<file path="config.mk">
export PLATFORM = sky130hd
export DESIGN_NAME = pipelined_addsub
export DESIGN_NICKNAME = d
export VERILOG_FILES = /design/src/rtl/pipelined_addsub.sv
export SDC_FILE = /design/constraint.sdc
export NUM_CORES = 1
export LEC_CHECK = 0
export CAP_MARGIN = 5
export CORE_MARGIN = 2
export CORE_UTILIZATION = 60
export DETAILED_ROUTE_END_ITERATION = 10
export PLACE_DENSITY = 0.93
export SKIP_CTS_REPAIR_TIMING = 1
export SLEW_MARGIN = 20
export SYNTH_ARGS = -nofsm -noshare
export SYNTH_HDL_FRONTEND = slang
export SYNTH_SLANG_ARGS = --single-unit
export TNS_END_PERCENT = 20
</file>
<file path="constraint.sdc">
create_clock -name clk -period 4 [get_ports clk]
set_clock_uncertainty 0.1 [all_clocks]
set_input_delay 0.8 -clock clk [delete_from_list [all_inputs] [get_ports clk]]
set_output_delay 0.8 -clock clk [all_outputs]
set_load 0.03 [all_outputs]
</file>
<file path="src/rtl/pipelined_addsub.sv">
// Pipelined WIDTH-bit add/subtract split into STAGES carry-chained slices, with valid/ready on both sides.
// Optional build macro ADDER_SAT_EN: clamps the result to the signed limit on overflow.
module pipelined_addsub #(
  parameter int WIDTH  = 32,
  parameter int STAGES = 4
) (
  input  logic             clk,
  input  logic             rst_n,
  input  logic             in_valid,
  output logic             in_ready,
  input  logic [WIDTH-1:0] in_a,
  input  logic [WIDTH-1:0] in_b,
  input  logic             in_carry,
  input  logic             in_sub,
  output logic             out_valid,
  input  logic             out_ready,
  output logic [WIDTH-1:0] out_sum,
  output logic             out_carry,
  output logic             out_ovf
);

  localparam int SW   = WIDTH / STAGES;
  localparam int LAST = STAGES - 1;

  generate
    if (WIDTH % STAGES != 0) begin : g_bad_split
      $error("pipelined_addsub: WIDTH must be a multiple of STAGES");
    end
  endgenerate

  // Stage k registers: operands (b already inverted for subtract), partial sum, slice carry, valid.
  logic [WIDTH-1:0] a_q [STAGES];
  logic [WIDTH-1:0] b_q [STAGES];
  logic [WIDTH-1:0] s_q [STAGES];
  logic             c_q [STAGES];
  logic             v_q [STAGES];
  logic             ovf_q;

  logic [WIDTH-1:0] a_src [STAGES];
  logic [WIDTH-1:0] b_src [STAGES];
  logic [WIDTH-1:0] s_src [STAGES];
  logic [WIDTH-1:0] s_d   [STAGES];
  logic             c_src [STAGES];
  logic             v_src [STAGES];
  logic             c_d   [STAGES];
  logic             ovf_d;
  logic             advance;

  always_comb begin
    // NOTE: every signal gets a value on every path through this block, so no latches are inferred.
    advance  = !v_q[LAST] || out_ready;

    a_src[0] = in_a;
    b_src[0] = in_sub ? ~in_b : in_b;
    c_src[0] = in_sub ? ~in_carry : in_carry;
    s_src[0] = '0;
    v_src[0] = in_valid;
    for (int k = 1; k < STAGES; k++) begin
      a_src[k] = a_q[k-1];
      b_src[k] = b_q[k-1];
      c_src[k] = c_q[k-1];
      s_src[k] = s_q[k-1];
      v_src[k] = v_q[k-1];
    end

    // Each stage adds its own slice; lower slices ride along unchanged, upper ones are overwritten later.
    for (int k = 0; k < STAGES; k++) begin
      s_d[k] = s_src[k];
      {c_d[k], s_d[k][k*SW +: SW]} = {1'b0, a_src[k][k*SW +: SW]}
                                   + {1'b0, b_src[k][k*SW +: SW]}
                                   + (SW+1)'(c_src[k]);
    end

    ovf_d = (a_src[LAST][WIDTH-1] == b_src[LAST][WIDTH-1]) &&
            (s_d[LAST][WIDTH-1] != a_src[LAST][WIDTH-1]);

`ifdef ADDER_SAT_EN
    if (ovf_d) begin
      s_d[LAST] = a_src[LAST][WIDTH-1] ? {1'b1, {(WIDTH-1){1'b0}}}
                                       : {1'b0, {(WIDTH-1){1'b1}}};
    end
`else
    // Wrapping result: the final slice sum is passed through unchanged.
`endif
  end

  // NOTE: all pipeline registers are cleared by reset so output fields are never X after release.
  always_ff @(posedge clk or negedge rst_n) begin
    if (!rst_n) begin
      for (int k = 0; k < STAGES; k++) begin
        a_q[k] <= '0;
        b_q[k] <= '0;
        s_q[k] <= '0;
        c_q[k] <= 1'b0;
        v_q[k] <= 1'b0;
      end
      ovf_q <= 1'b0;
    end else if (advance) begin
      // NOTE: non-blocking assignments let every stage read its predecessor's pre-edge value.
      for (int k = 0; k < STAGES; k++) begin
        v_q[k] <= v_src[k];
        if (v_src[k]) begin
          a_q[k] <= a_src[k];
          b_q[k] <= b_src[k];
          s_q[k] <= s_d[k];
          c_q[k] <= c_d[k];
        end
      end
      if (v_src[LAST]) begin
        ovf_q <= ovf_d;
      end
    end
  end

  assign in_ready  = advance;
  assign out_valid = v_q[LAST];
  assign out_sum   = s_q[LAST];
  assign out_carry = c_q[LAST];
  assign out_ovf   = ovf_q;

endmodule

</file>
# Word level (Yosys, flattened, before mapping)

Cells that the tools add are included.

Register bits after elaboration: 281

Add/sub/neg operators: 8
Equality and inequality tests: 2
Multiplexer cells: 2
Bitwise gates (word level): 2
Reduce and logical (&&, ||, !) cells: 7

Operators by type and width:

| kind              | number |
|---|---|
| $add 8x8->9       | 4 |
| $add 9x1->9       | 4 |
| $mux 32           | 1 |
| $not 32->32       | 1 |
| $reduce_and 2->1  | 4 |
| $eq 1x1->1        | 1 |
| $logic_and 1x1->1 | 1 |
| $logic_not 1->1   | 1 |
| $logic_or 1x1->1  | 1 |
| $mux 1            | 1 |
| $ne 1x1->1        | 1 |
| $not 1->1         | 1 |

# Longest topological paths before layout

Depth in word-level cells: 4
Depth in mapped cells: 11

# Worst setup path after synthesis

Ideal clock, no wire load.

Kind: input to register
Start: input port in_sub
End: register s_q (netlist bit s_d[70])
Setup time: 127 ps
Arrival time: 2696 ps
Data required time: 3773 ps
Slack: 1077 ps
Cell stages on the path: 11
Path buffers: 2
Path through: buf_2 > buf_2 > xor2_1 > fa_1 > inv_1 > fa_1 > nor2b_1 > o31ai_2 > nand2b_1 > a211oi_1 > o31ai_1

Word-level cells in the longest chain between the ends: 3
Elaborated cells on any way between the ends: 4
Those cells by class: 2 x add/sub; 2 x mux

RTL lines:

| element                         | RTL line | source |
|---|---|---|
| from (decl)                     | 14       | `input logic in_sub,` |
| $mux 32                         | 54       | `b_src[0] = in_sub ? ~in_b : in_b;` |
| $add 8x8->9                     | 70       | `+ {1'b0, b_src[k][k*SW +: SW]}` |
| $add 9x1->9 (*)                 | 71       | `+ (SW+1)'(c_src[k]);` |
| to (signal, indexed assignment) | 105      | `s_q[k] <= s_d[k];` |
| to (decl)                       | 34       | `logic [WIDTH-1:0] s_q [STAGES];` |

Mark *: on every way between the ends. The rest lies on a longest branch, timed or not.
A chain may end at the register's enable or synchronous reset.

# Worst setup path after layout

Start: input port out_ready
End: output port in_ready

Word-level cells in the longest chain between the ends: 1

RTL lines:

| element          | RTL line | source |
|---|---|---|
| from (decl)      | 16       | `input logic out_ready,` |
| $logic_or 1x1->1 | 51       | `advance = !v_q[LAST] \|\| out_ready;` |
| to (decl)        | 10       | `output logic in_ready,` |

No other way between the ends.

==> impl_metrics.json <==
{
  "clk_pin_slew_ns": 0.07,
  "first_pass_iters": 5,
  "max_freq_mhz": 314.8,
  "multi_input_area_um2": 3533,
  "clk_latency_ns": 0.43,
  "via_per_inst": 5.600,
  "yosysMostFrequentCell": "dfrtp_1",
  "synth_top_cell_by_area": "dfrtp_1",
  "drt-initial-drc-count": 311,
  "worstPathArrival_ns": 2.28,
  "drive_gt1_share_pct": 23.22,
  "synth_area_leaders": "dfrtp_1 (55%), mux2_2 (16%), ha_1 (4.2%)",
  "chipHeight_um": 122.4,
  "max_slew.worst_pin.slew_ns": 0.7948,
  "end_kind": "primary output",
  "syn_nets": 761,
  "pin_count": 106,
  "ant_nets": 0,
  "area_growth_pct": 21.96,
  "post-dp-hpwl_mm": 10.95,
  "async_flop_share_pct": 100.0,
  "report.final.slew_viol_count": 0,
  "vias": 5326,
  "start_util_pct": 61.06,
  "grt_max_degree": 91,
  "cts_made_buffers": 17,
  "slowest_delay_ns": 0.71,
  "crit_family": "buffers and inverters",
  "clock_sinks": 185,
  "stdcell_area_um2": 10260,
  "cp.required_ns": 3.10,
  "cp_cell_sequence": "clkdlybuf4s50_1 > nand2b_1 > buf_4 > clkdlybuf4s50_1",
  "p_leak_nw": 4.519,
  "grt_pass1_vias": 5674,
  "setup.worst_path.start_class": "input port",
  "synth_top_cell_area_share_pct": 55.05,
  "cts_root_buf": "clkbuf_16",
  "cpMaxStageDelayCell": "clkdlybuf4s50_1",
  "min_period_ns": 3.177,
  "route.detailed.drc": 0,
  "seq_area_um2": 4629,
  "postRouteWirelength_mm": 16.73,
  "ys_ff_latch": 185,
  "fin_hold_ws_ns": 0.3220,
  "yosysUniqueCellTypes": 38,
  "nFillCells": 874,
  "synth-main-ff-cell": "dfrtp_1",
  "io_buffers": 105,
  "cts_buffer_depth": 2,
  "synth_edf_count": 0,
  "fin_crit_sh_pct": 79.42,
  "hold_path_class": "in -> async",
  "timing.setup.tns_ns": 0,
  "grt_antenna_before_repair": 0,
  "grt_pass1_wl_mm": 27.61,
  "dp.cells": 919,
  "synthTopCellsByCount": "dfrtp_1 (185), mux2_2 (121), o21ai_0 (59), nand2_1 (58)",
  "status": "completed",
  "die-area_um2": 14980,
  "htreeDepth": 4,
  "maxCapViolCount": 0,
  "setup_violations": 0,
  "critPathKind": "in -> out",
  "r2r_start": "a_q[104]",
  "avgSynthCellArea_um2": 12.84,
  "synth_area_um2": 8409,
  "p_per_area_nw_per_um2": 850.2,
  "crit_top_cell": "clkdlybuf4s50_1",
  "synth_seq_area_share_pct": 55.05,
  "placed_cell_area_um2": 9589,
  "vdd_drop_max_uv": 409.4,
  "final_nets": 864,
  "die_width_um": 122.4,
  "cp_num_buf_inv": 3,
  "core_area_um2": 13770,
  "syn_inst": 655,
  "relSlewSlack_pct": 46.83,
  "tritoncts": "yes",
  "rsz0062_at_grt": "no",
  "finalHoldViolCount": 0,
  "track_usage_pct": 24.13,
  "cp-startpoint": "out_ready",
  "fin_cells": 951,
  "critical_path.max_fanout": 15,
  "row_count": 43,
  "yosysWarnings": 0,
  "gp_congestion": 0.8762,
  "grt_overflow": 0,
  "routedWlPerCell_um": 17.59,
  "diodes": 0
}
layout by cell type (no fill, tap or decap), drive strengths merged, types with 18 or more instances in the layout:
master	count
o21ai	61
ha	28
a21oi	18
xor2	28
clkbuf	19
clkdlybuf4s50	103
mux2	126
xnor2	26
nand2	62
dfrtp	185
registers in the layout (all words and copies together), names as in the netlist:
register / flops
a_q: 48
s_d: 48
out_ovf: 1
v_q: 3
out_carry: 1
c_q: 3
b_q: 48
out_valid: 1
out_sum: 32
power by group:
group          switching, mW  internal, mW
registers              0.492          2.71
clock network          0.724          1.15
logic                   1.86          1.78
final timing paths:
check	slack (ns)	depth (start not counted)	endpoint
setup / recovery	0.82	4	in_ready
hold / removal	0.32	1	out_sum[30]
setup reg to reg	1.49	7	s_d[46]
hold reg to reg	0.38	2	out_sum[25]
max in group asynchronous	2.57	2	a_q[107]
min in group clk	0.38	2	out_sum[25]
layout make-up:
| cell class | instances | area share, % |
|---|---|---|
| clock buffer | 19 | 4.416 |
| clock inverter | 13 | 2.086 |
| inverter | 13 | 0.4758 |
| multi-input combinational | 427 | 34.45 |
| sequential | 185 | 45.14 |
| tap | 180 | 2.196 |
| timing repair buffer | 114 | 11.24 |
layer usage:
layer	track usage [%]	up-vias	routed length, um
met2	42.43	134	9001
met1	28.81	2681	6703
met4	10.20	0	344
met3	5.019	31	677
li1	-	2480	-
met5	0	-	0
cells by family after synthesis:
family	share of synthesized area [%]
DFF	55.05
muxes	17.10
AOI/OAI and AO/OA	8.139
and+or+nand+nor	5.089
xor gates and xnor gates	5.624
buffers and inverters	2.931
adders and majority gates	6.071
metrics by stage:
step           utilization, %  power (mW)  setup slack (ns)
6_report                74.46       8.719            0.8234
5_1_grt                 74.46       9.259            0.7610
4_1_cts                 74.46       8.757            0.8148
3_5_place_dp            69.62       6.784            0.7930
3_3_place_gp            69.62       6.528            0.8425
2_1_floorplan               -       5.756             1.077
(Power assumes the default switching activity.)
